**src/rtl/dilithium_pkg.sv**
```systemverilog
// Shared Dilithium constants and the rejection-sampler state encoding.
// Also holds the helper that builds a 23-bit candidate from three stream bytes.
package dilithium_pkg;

  localparam int DIL_Q       = 8380417;
  localparam int DIL_N       = 256;
  localparam int DIL_COEFF_W = 23;

  typedef enum logic [1:0] {
    ST_IDLE  = 2'd0,
    ST_RUN   = 2'd1,
    ST_DRAIN = 2'd2,
    ST_DONE  = 2'd3
  } samp_state_e;

  // The top bit of the third byte is dropped so candidates span 0..2^23-1.
  function automatic logic [22:0] cand_from_bytes(input logic [7:0] b0,
                                                  input logic [7:0] b1,
                                                  input logic [7:0] b2);
    return {b2[6:0], b1, b0};
  endfunction

endpackage

```
**src/rtl/rej_ntt_sampler.sv**
```systemverilog
// Rejection sampler: turns squeezed sponge words into N coefficients below Q.
// A 6-byte buffer feeds one 3-byte candidate per cycle into a single output register.
module rej_ntt_sampler
  import dilithium_pkg::*;
#(
  parameter int DATA_IN_BITS = 32,
  parameter int Q            = DIL_Q,
  parameter int N            = DIL_N,
  parameter int COEFF_W      = DIL_COEFF_W,
  localparam int IDX_W       = $clog2(N)
) (
  input  logic                    clk,
  input  logic                    rst,
  input  logic                    start,
  input  logic [DATA_IN_BITS-1:0] data_in,
  input  logic                    in_valid,
  output logic                    in_ready,
  output logic [COEFF_W-1:0]      coeff_out,
  output logic [IDX_W-1:0]        coeff_idx,
  output logic                    coeff_valid,
  input  logic                    coeff_ready,
  output logic                    busy,
  output logic                    done,
  output samp_state_e             state_dbg,
  output logic [2:0]              buf_cnt_dbg
);

  // Handshakes: a word moves when in_valid && in_ready at a rising edge; a
  // coefficient moves when coeff_valid && coeff_ready. Valid never drops and
  // data never changes while waiting for ready.

  localparam int BUF_BYTES  = 6;
  localparam int WORD_BYTES = DATA_IN_BITS / 8;
  localparam int CNT_W      = IDX_W + 1;
  localparam logic [31:0] Q_U = 32'(Q);

  samp_state_e        state_q;
  logic [7:0]         buf_q [BUF_BYTES];
  logic [7:0]         buf_d [BUF_BYTES];
  logic [2:0]         buf_cnt_q, buf_cnt_d;
  logic [CNT_W-1:0]   acc_cnt_q;
  logic [COEFF_W-1:0] coeff_out_q;
  logic [IDX_W-1:0]   coeff_idx_q;
  logic               coeff_valid_q;
  logic               busy_q;
  logic               done_q;

  logic        push, pop, accept, flush;
  logic        cand_exists, cand_reject, out_free, last_coeff;
  logic [22:0] cand;

  assign in_ready    = (state_q == ST_RUN) && (buf_cnt_q <= 3'd2);
  assign push        = in_valid && in_ready;
  assign cand_exists = (state_q == ST_RUN) && (buf_cnt_q >= 3'd3);
  assign cand        = cand_from_bytes(buf_q[0], buf_q[1], buf_q[2]);
  assign cand_reject = {9'd0, cand} >= Q_U;
  assign out_free    = !coeff_valid_q || coeff_ready;
  assign pop         = cand_exists && (cand_reject || out_free);
  assign accept      = pop && !cand_reject;
  assign last_coeff  = (acc_cnt_q == CNT_W'(N - 1));
  // Buffer is emptied both when a polynomial begins and when it finishes.
  assign flush       = ((state_q == ST_IDLE) && start) ||
                       ((state_q == ST_DRAIN) && coeff_valid_q && coeff_ready);

  always_comb begin
    int unsigned wr_idx;
    for (int i = 0; i < BUF_BYTES; i++) buf_d[i] = buf_q[i];
    buf_cnt_d = buf_cnt_q;
    wr_idx    = 0;
    if (pop) begin
      for (int i = 0; i < BUF_BYTES - 3; i++) buf_d[i] = buf_q[i + 3];
      for (int i = BUF_BYTES - 3; i < BUF_BYTES; i++) buf_d[i] = 8'h00;
      buf_cnt_d = buf_cnt_q - 3'd3;
    end
    if (push) begin
      for (int b = 0; b < WORD_BYTES; b++) begin
        wr_idx = 32'(buf_cnt_d) + 32'(b);
        if (wr_idx < BUF_BYTES) buf_d[wr_idx] = data_in[8*b +: 8];
      end
      buf_cnt_d = buf_cnt_d + 3'(WORD_BYTES);
    end
    if (flush) begin
      for (int i = 0; i < BUF_BYTES; i++) buf_d[i] = 8'h00;
      buf_cnt_d = 3'd0;
    end
  end

  always_ff @(posedge clk or posedge rst) begin
    if (rst) begin
      state_q       <= ST_IDLE;
      for (int i = 0; i < BUF_BYTES; i++) buf_q[i] <= 8'h00;
      buf_cnt_q     <= 3'd0;
      acc_cnt_q     <= '0;
      coeff_out_q   <= '0;
      coeff_idx_q   <= '0;
      coeff_valid_q <= 1'b0;
      busy_q        <= 1'b0;
      done_q        <= 1'b0;
    end else begin
      for (int i = 0; i < BUF_BYTES; i++) buf_q[i] <= buf_d[i];
      buf_cnt_q <= buf_cnt_d;
      done_q    <= 1'b0;
      case (state_q)
        ST_IDLE: begin
          if (start) begin
            state_q   <= ST_RUN;
            acc_cnt_q <= '0;
            busy_q    <= 1'b1;
          end
        end
        ST_RUN: begin
          if (accept) begin
            coeff_out_q   <= COEFF_W'(cand);
            coeff_idx_q   <= acc_cnt_q[IDX_W-1:0];
            coeff_valid_q <= 1'b1;
            acc_cnt_q     <= acc_cnt_q + 1'b1;
            if (last_coeff) state_q <= ST_DRAIN;
          end else if (coeff_ready) begin
            coeff_valid_q <= 1'b0;
          end
        end
        ST_DRAIN: begin
          if (coeff_valid_q && coeff_ready) begin
            coeff_valid_q <= 1'b0;
            busy_q        <= 1'b0;
            done_q        <= 1'b1;
            state_q       <= ST_DONE;
          end
        end
        default: begin
          state_q <= ST_IDLE;
        end
      endcase
    end
  end

  assign coeff_out   = coeff_out_q;
  assign coeff_idx   = coeff_idx_q;
  assign coeff_valid = coeff_valid_q;
  assign busy        = busy_q;
  assign done        = done_q;
  assign state_dbg   = state_q;
  assign buf_cnt_dbg = buf_cnt_q;

endmodule

```
**config.mk**
```make
export PLATFORM = sky130hd
export DESIGN_NAME = rej_ntt_sampler
export DESIGN_NICKNAME = d
export VERILOG_FILES = /design/src/rtl/dilithium_pkg.sv /design/src/rtl/rej_ntt_sampler.sv
export SDC_FILE = /design/constraint.sdc
export NUM_CORES = 1
export LEC_CHECK = 0
export ABC_AREA = 1
export BUFFER_PORTS_ARGS = -buffer_cell sky130_fd_sc_hd__buf_4
export CAP_MARGIN = 20
export CORE_AREA = 2 2 132 121
export DETAILED_ROUTE_END_ITERATION = 10
export DIE_AREA = 0 0 134 123
export GPL_ROUTABILITY_DRIVEN = 0
export SETUP_SLACK_MARGIN = 0.5
export SLEW_MARGIN = 20
export SYNTH_ARGS = -nofsm -noshare
export SYNTH_HDL_FRONTEND = slang
export SYNTH_SLANG_ARGS = --single-unit
```
**constraint.sdc**
```tcl
create_clock -name clk -period 3.9 [get_ports clk]
set_input_delay 0.39 -clock clk [delete_from_list [all_inputs] [get_ports clk]]
set_output_delay 0.39 -clock clk [all_outputs]
set_load 0.01 [all_outputs]
```
-- Word level (Yosys, flattened, before mapping)
Cells that the tools add are included.
- bits in registers: 96
- latch bits: 0
- bits in writable memories: 0
- ROM bits: 0
- input port bits: 37
- output and inout bits: 40
- word-level logic and storage cells: 115
- memories: 0
- $add $sub $neg: 6
- $mul: 0
- divide/modulo/power cells: 0
- $lt $le $gt $ge: 15
- equal/unequal tests: 8
- shift-type cells: 0
- muxes and demuxes: 41
- bitwise gates (word level): 4
- reductions and logical operators: 27
- operators by type and width (cell ; number):
    $mux 48 ; 10
    $bwmux 48 ; 4
    $ge 33x4->1 const B ; 4
    $lt 33x1->1 const B ; 4
    $not 4->33 ; 3
    $demux 8 s3 ; 4
    $not 3->33 ; 1
    $mux 8 ; 4
    $ge 23x23->1 const B ; 1
    $mux 9 ; 2
    $pmux 9 s2 ; 1
    $logic_and 1x1->1 ; 13
    $lt 4x3->1 const B ; 3
    $add 9x1->9 const B ; 1
    $eq 9x8->1 const B ; 1
    $mux 3 ; 3
    $reduce_and 3->1 ; 3
    $add 3x2->4 const B ; 2
    $mux 2 ; 4
    $mux 1 ; 6
    $ne 2x2->1 const B ; 3
    $pmux 2 s3 ; 1
    $reduce_bool 2->1 ; 3
    $add 3x1->4 const B ; 1
    15 further kinds ; 19

-- Logic depth before layout (Yosys ltp)
- depth after elaboration: 23
- mapped depth: 22
- gate-level depth less buffers: 20

-- Least setup slack after synthesis
Ideal clock, no wire load.
- path type: reg2reg
- start point: reg buf_cnt_q[1], in the netlist buf_cnt_dbg[1]
- end point: reg buf_q[24] (netlist bit)
- setup time: 0.127 ns
- arrival: 2.823 ns
- required time: 3.773 ns
- slack: 0.950 ns
- stages on the path, launching flop included: 18
- path buffers: 4
- period minus slack after synthesis: 2.950 ns
- path through: dfrtp_1 -> ha_1 -> ha_1 -> nor2_1 -> a21oi_4 -> nand2_4 -> buf_6 -> nand2_2 -> nand2_8 -> buf_2 -> ha_1 -> buf_2 -> nand2_1 -> nand2_2 -> nand3_2 -> buf_6 -> o211ai_1 -> a21oi_1
- RTL lines (what ; RTL line ; text):
    start, declared ; rej_ntt_sampler.sv:40 ; logic [2:0] buf_cnt_q, buf_cnt_d;
    start signal, assigned ; rej_ntt_sampler.sv:101 ; buf_cnt_q <= buf_cnt_d;
    end, declared ; rej_ntt_sampler.sv:38 ; logic [7:0] buf_q [BUF_BYTES];

==> results.md <==
- Status: complete, no violations
- Peak supply drop: around 230 uV
- Drt wl/cell: 17.5 microns
- Worst reg2reg path depth: 16
- Sw power: between 500 and 600 uW
- CTS H-tree lvls: 3
- CP max stage delay: 0.48 ns
- MaxCap Viol Count: 0
- Grt met1 use: 36.6%
- Clock Skew: just under 0.006 ns
- Vias in the first global route: about 5.6k
- N_diodes: 0
- Crit Path Class: reg -> reg
- WP data arrival: ~3.4 ns
- Crit path cell chain: ha_1 > ha_1 > nor2_1 > a21oi_4 > nand2_4 > nand2_2 > nand2_8 > ha_4 > inv_1 > nand2_1 > nand2_2 > nor2_2 > inv_2 > o21ai_0 > o211ai_1 > a21oi_1
- Nets: ~980
- Least-Margin Pin Slew: 0.944 ns
- First-pass GRT wire length: 31300 microns
- Worst rel slew slack: a little under two fifths
- Via/cell ratio: 5.34
- Share of cells above drive strength 1: 17.7%
- Logic pwr share: under 10%
- GR Overflow Total: 0
- WP depth: 16
- Initial antenna violation count: 0
- Fmax: ~0.32 GHz
- Slowest-stage cell, CP: dfrtp_1
- CTS Buf Count: 9
- Die Ht: 123 microns
- Detailed-route DRC error count: 0
- Sequential share of power: 49.4%
- Final hold violations: 0
- Crit Path Max Fanout: 23
- Crit start category: register
- Leakage: just under 0.004 uW
- Total track usage: about a quarter
- Crit path capture type: register
- Hold buffer count at cts: 0
- Initial core utilization: 42.0%
- TritonCTS Sinks: 94
- Core area: 0.0151 sq mm
- Clock power frac: 44.3%
- Synth Area per Inst: 7.23 sq um
- Warnings from Yosys: 0
- Sequential area share after synthesis: 37.0%
- Count of final max-slew check failures: 0
- Die X: ~130 microns
- Setup ws final: 0.776 ns
- Setup TNS: 0 ns
- Dpl hpwl: roughly 14000 microns
- CTS tree: built
- DRT Pass-1 Iters: 6
- Final Cycle Share: 80.1%
- Syn Inst Count: 879
- Final min period: 3.12 ns
- Hold crit path type: in -> async
- Overall die area: 0.0165 sq mm
- Cell-internal power: around 1500 uW
- Critical path required time: about 4.2 ns
- Grt met2 use: 35.8%
- CP Buf/Inv Count: 2
- Grt met3 use: between 4 and 5%
- Netlist Area Pre-Place: 0.00635 sq mm
- Routed wire length: 19900 microns
- CTS root buf: clkbuf_16
- Power per cell area: 269 mW/mm^2
- Most used routing layer: met1
- Antenna viol nets, final: 0
- Vias post-DR: 6077
- Sw Ratio: 26.1%
- Post-Synthesis Net Count: 926
- Pre-CTS WS: 0.517 ns
- RSZ-0062 raised after global routing: no
- Setup violators final: 0
- Port Buffers: 76
- Pin count of the biggest net entering global routing: 52
- Std-Cell Rows: 43
- CTS max path bufs: 2
- CP top delay family: simple AND/OR/NAND/NOR gates
- Clk pin slew, worst setup/hold paths: 0.07 ns
- First DRT Iteration DRCs: 608
- Layout area overhead: 15.6%
- # IOs: 77
- Cell variety after synth: 39
- Flops & latches, synth: 94
- Clk_lat worst skew: 0.36 ns
==> layer usage <==
layer	wire, microns	vias to the layer above
met3	1410	40
met4	557	0
li1	-	3016
met2	8400	224
met1	9530	2797
met5	0	-
==> cell families after synthesis <==
family | count (synthesis) | share of synthesized area, %
and+or+nand+nor | 417 | 30.7
AOI/OAI and AO/OA | 207 | 18.6
buffers and inverters | 139 | 9.57
DFF | 94 | 37.0
muxes | 11 | 1.95
adders and majority gates | 10 | 1.97
xor gates and xnor gates | 1 | 0.138
==> layout make-up <==
cell class / count / area, sq um
multi-input combinational: 646 / 3440
inverter: 93 / 353
sequential: 94 / 2350
timing repair buffer: 88 / 661
fill: 1537 / 7770
clock inverter: 6 / 58.8
clock buffer: 10 / 229
tap: 202 / 253
==> registers in the layout, indices dropped and copies added, names as in the netlist <==
signal	count
coeff_out	23
buf_cnt_dbg	3
coeff_valid	1
coeff_idx	8
state_dbg	2
done	1
buf_q	46
busy	1
acc_cnt_q	9
==> through the flow <==
step                instance area, sq um  instances  power, uW  hold WS [ns]  utilization, %
detailed placement                  7020       1123       1120         0.450            46.4
floorplan                           6350        879       1050         0.452               -
CTS                                 7310       1139       2000        0.0668            48.4
global route                        7340       1139       2040        0.0889            48.6
finish                              7340       1139       1980        0.0513            48.6
global placement                    7020       1123       1120         0.448            46.4
==> repair_timing <==
action	CTS	global route
endpoints found under the setup margin	1	47
setup buffers	0	0
gates resized for setup	1	6
pin swaps	0	0
==> power groups by stage <==
stage | Clock, uW | Sequential (uW) | Combinational (uW)
global placement | 0 | 997 | 124
floorplan | 0 | 997 | 50.3
finish | 876 | 978 | 125
detailed placement | 0 | 997 | 124
global route | 930 | 978 | 137
CTS | 895 | 978 | 125
==> synthesized netlist by cell type <==
| library cell | count | share of area, % |
|---|---|---|
| nand2_1 | 263 | 16 |
| dfrtp_1 | 94 | 37 |
| inv_1 | 88 | 5.2 |
| a21oi_1 | 74 | 5.8 |
| o21ai_0 | 72 | 5.7 |
| nand3_1 | 48 | 3.8 |
| nor2_1 | 40 | 2.4 |
| o211ai_1 | 40 | 4.7 |
| clkbuf_1 | 23 | 1.4 |
| nand4_1 | 19 | 1.9 |
| mux2_2 | 11 | 1.9 |
| ha_1 | 10 | 2.0 |
| nand2_4 | 10 | 1.8 |
| nand2_2 | 9 | 0.89 |
| o21ai_1 | 9 | 0.71 |
| buf_2 | 8 | 0.63 |
| buf_6 | 6 | 1.1 |
| nor3_1 | 6 | 0.47 |
| buf_4 | 5 | 0.59 |
| nand3_2 | 5 | 0.79 |
| inv_2 | 4 | 0.24 |
| nor2_8 | 4 | 1.3 |
| o22ai_1 | 4 | 0.39 |
| buf_1 | 3 | 0.18 |
| nor2_2 | 3 | 0.30 |
| or2_2 | 3 | 0.30 |
| a21oi_4 | 2 | 0.51 |
| nand2_8 | 2 | 0.63 |
| nor4_1 | 2 | 0.20 |
| o21ai_2 | 2 | 0.28 |
| o31ai_1 | 2 | 0.24 |
| a21oi_2 | 1 | 0.14 |
| buf_8 | 1 | 0.24 |
| clkinv_2 | 1 | 0.079 |
| nand3_4 | 1 | 0.28 |
| nand3b_1 | 1 | 0.12 |
| nor2_4 | 1 | 0.18 |
| o221ai_1 | 1 | 0.14 |
| xor2_1 | 1 | 0.14 |
==> layout by cell type, fill, tap and decap left out, types with 6 or more instances in the layout <==
cell type / instances
nand2_2: 7
o21ai_0: 72
buf_4: 88
mux2_2: 11
nand2_4: 12
nand3_1: 48
clkbuf_16: 9
a21oi_1: 74
o21ai_1: 8
nand4_1: 19
nor3_1: 6
inv_1: 87
nor2_1: 40
nand2_1: 263
o211ai_1: 40
ha_1: 8
dfrtp_1: 94
==> final timing paths <==
kind	startpoint	endpoint	slack (ns)
min in group clk	data_in[27]	buf_q[11]	0.34
hold reg to reg	coeff_out[7]	coeff_out[7]	0.49
setup reg to reg	buf_cnt_dbg[1]	buf_q[36]	0.78
setup / recovery	buf_cnt_dbg[1]	buf_q[36]	0.78
max in group asynchronous	rst	state_dbg[1]	3.02
hold / removal	rst	coeff_out[1]	0.05
No activity file was read; power rests on OpenSTA's default activity.
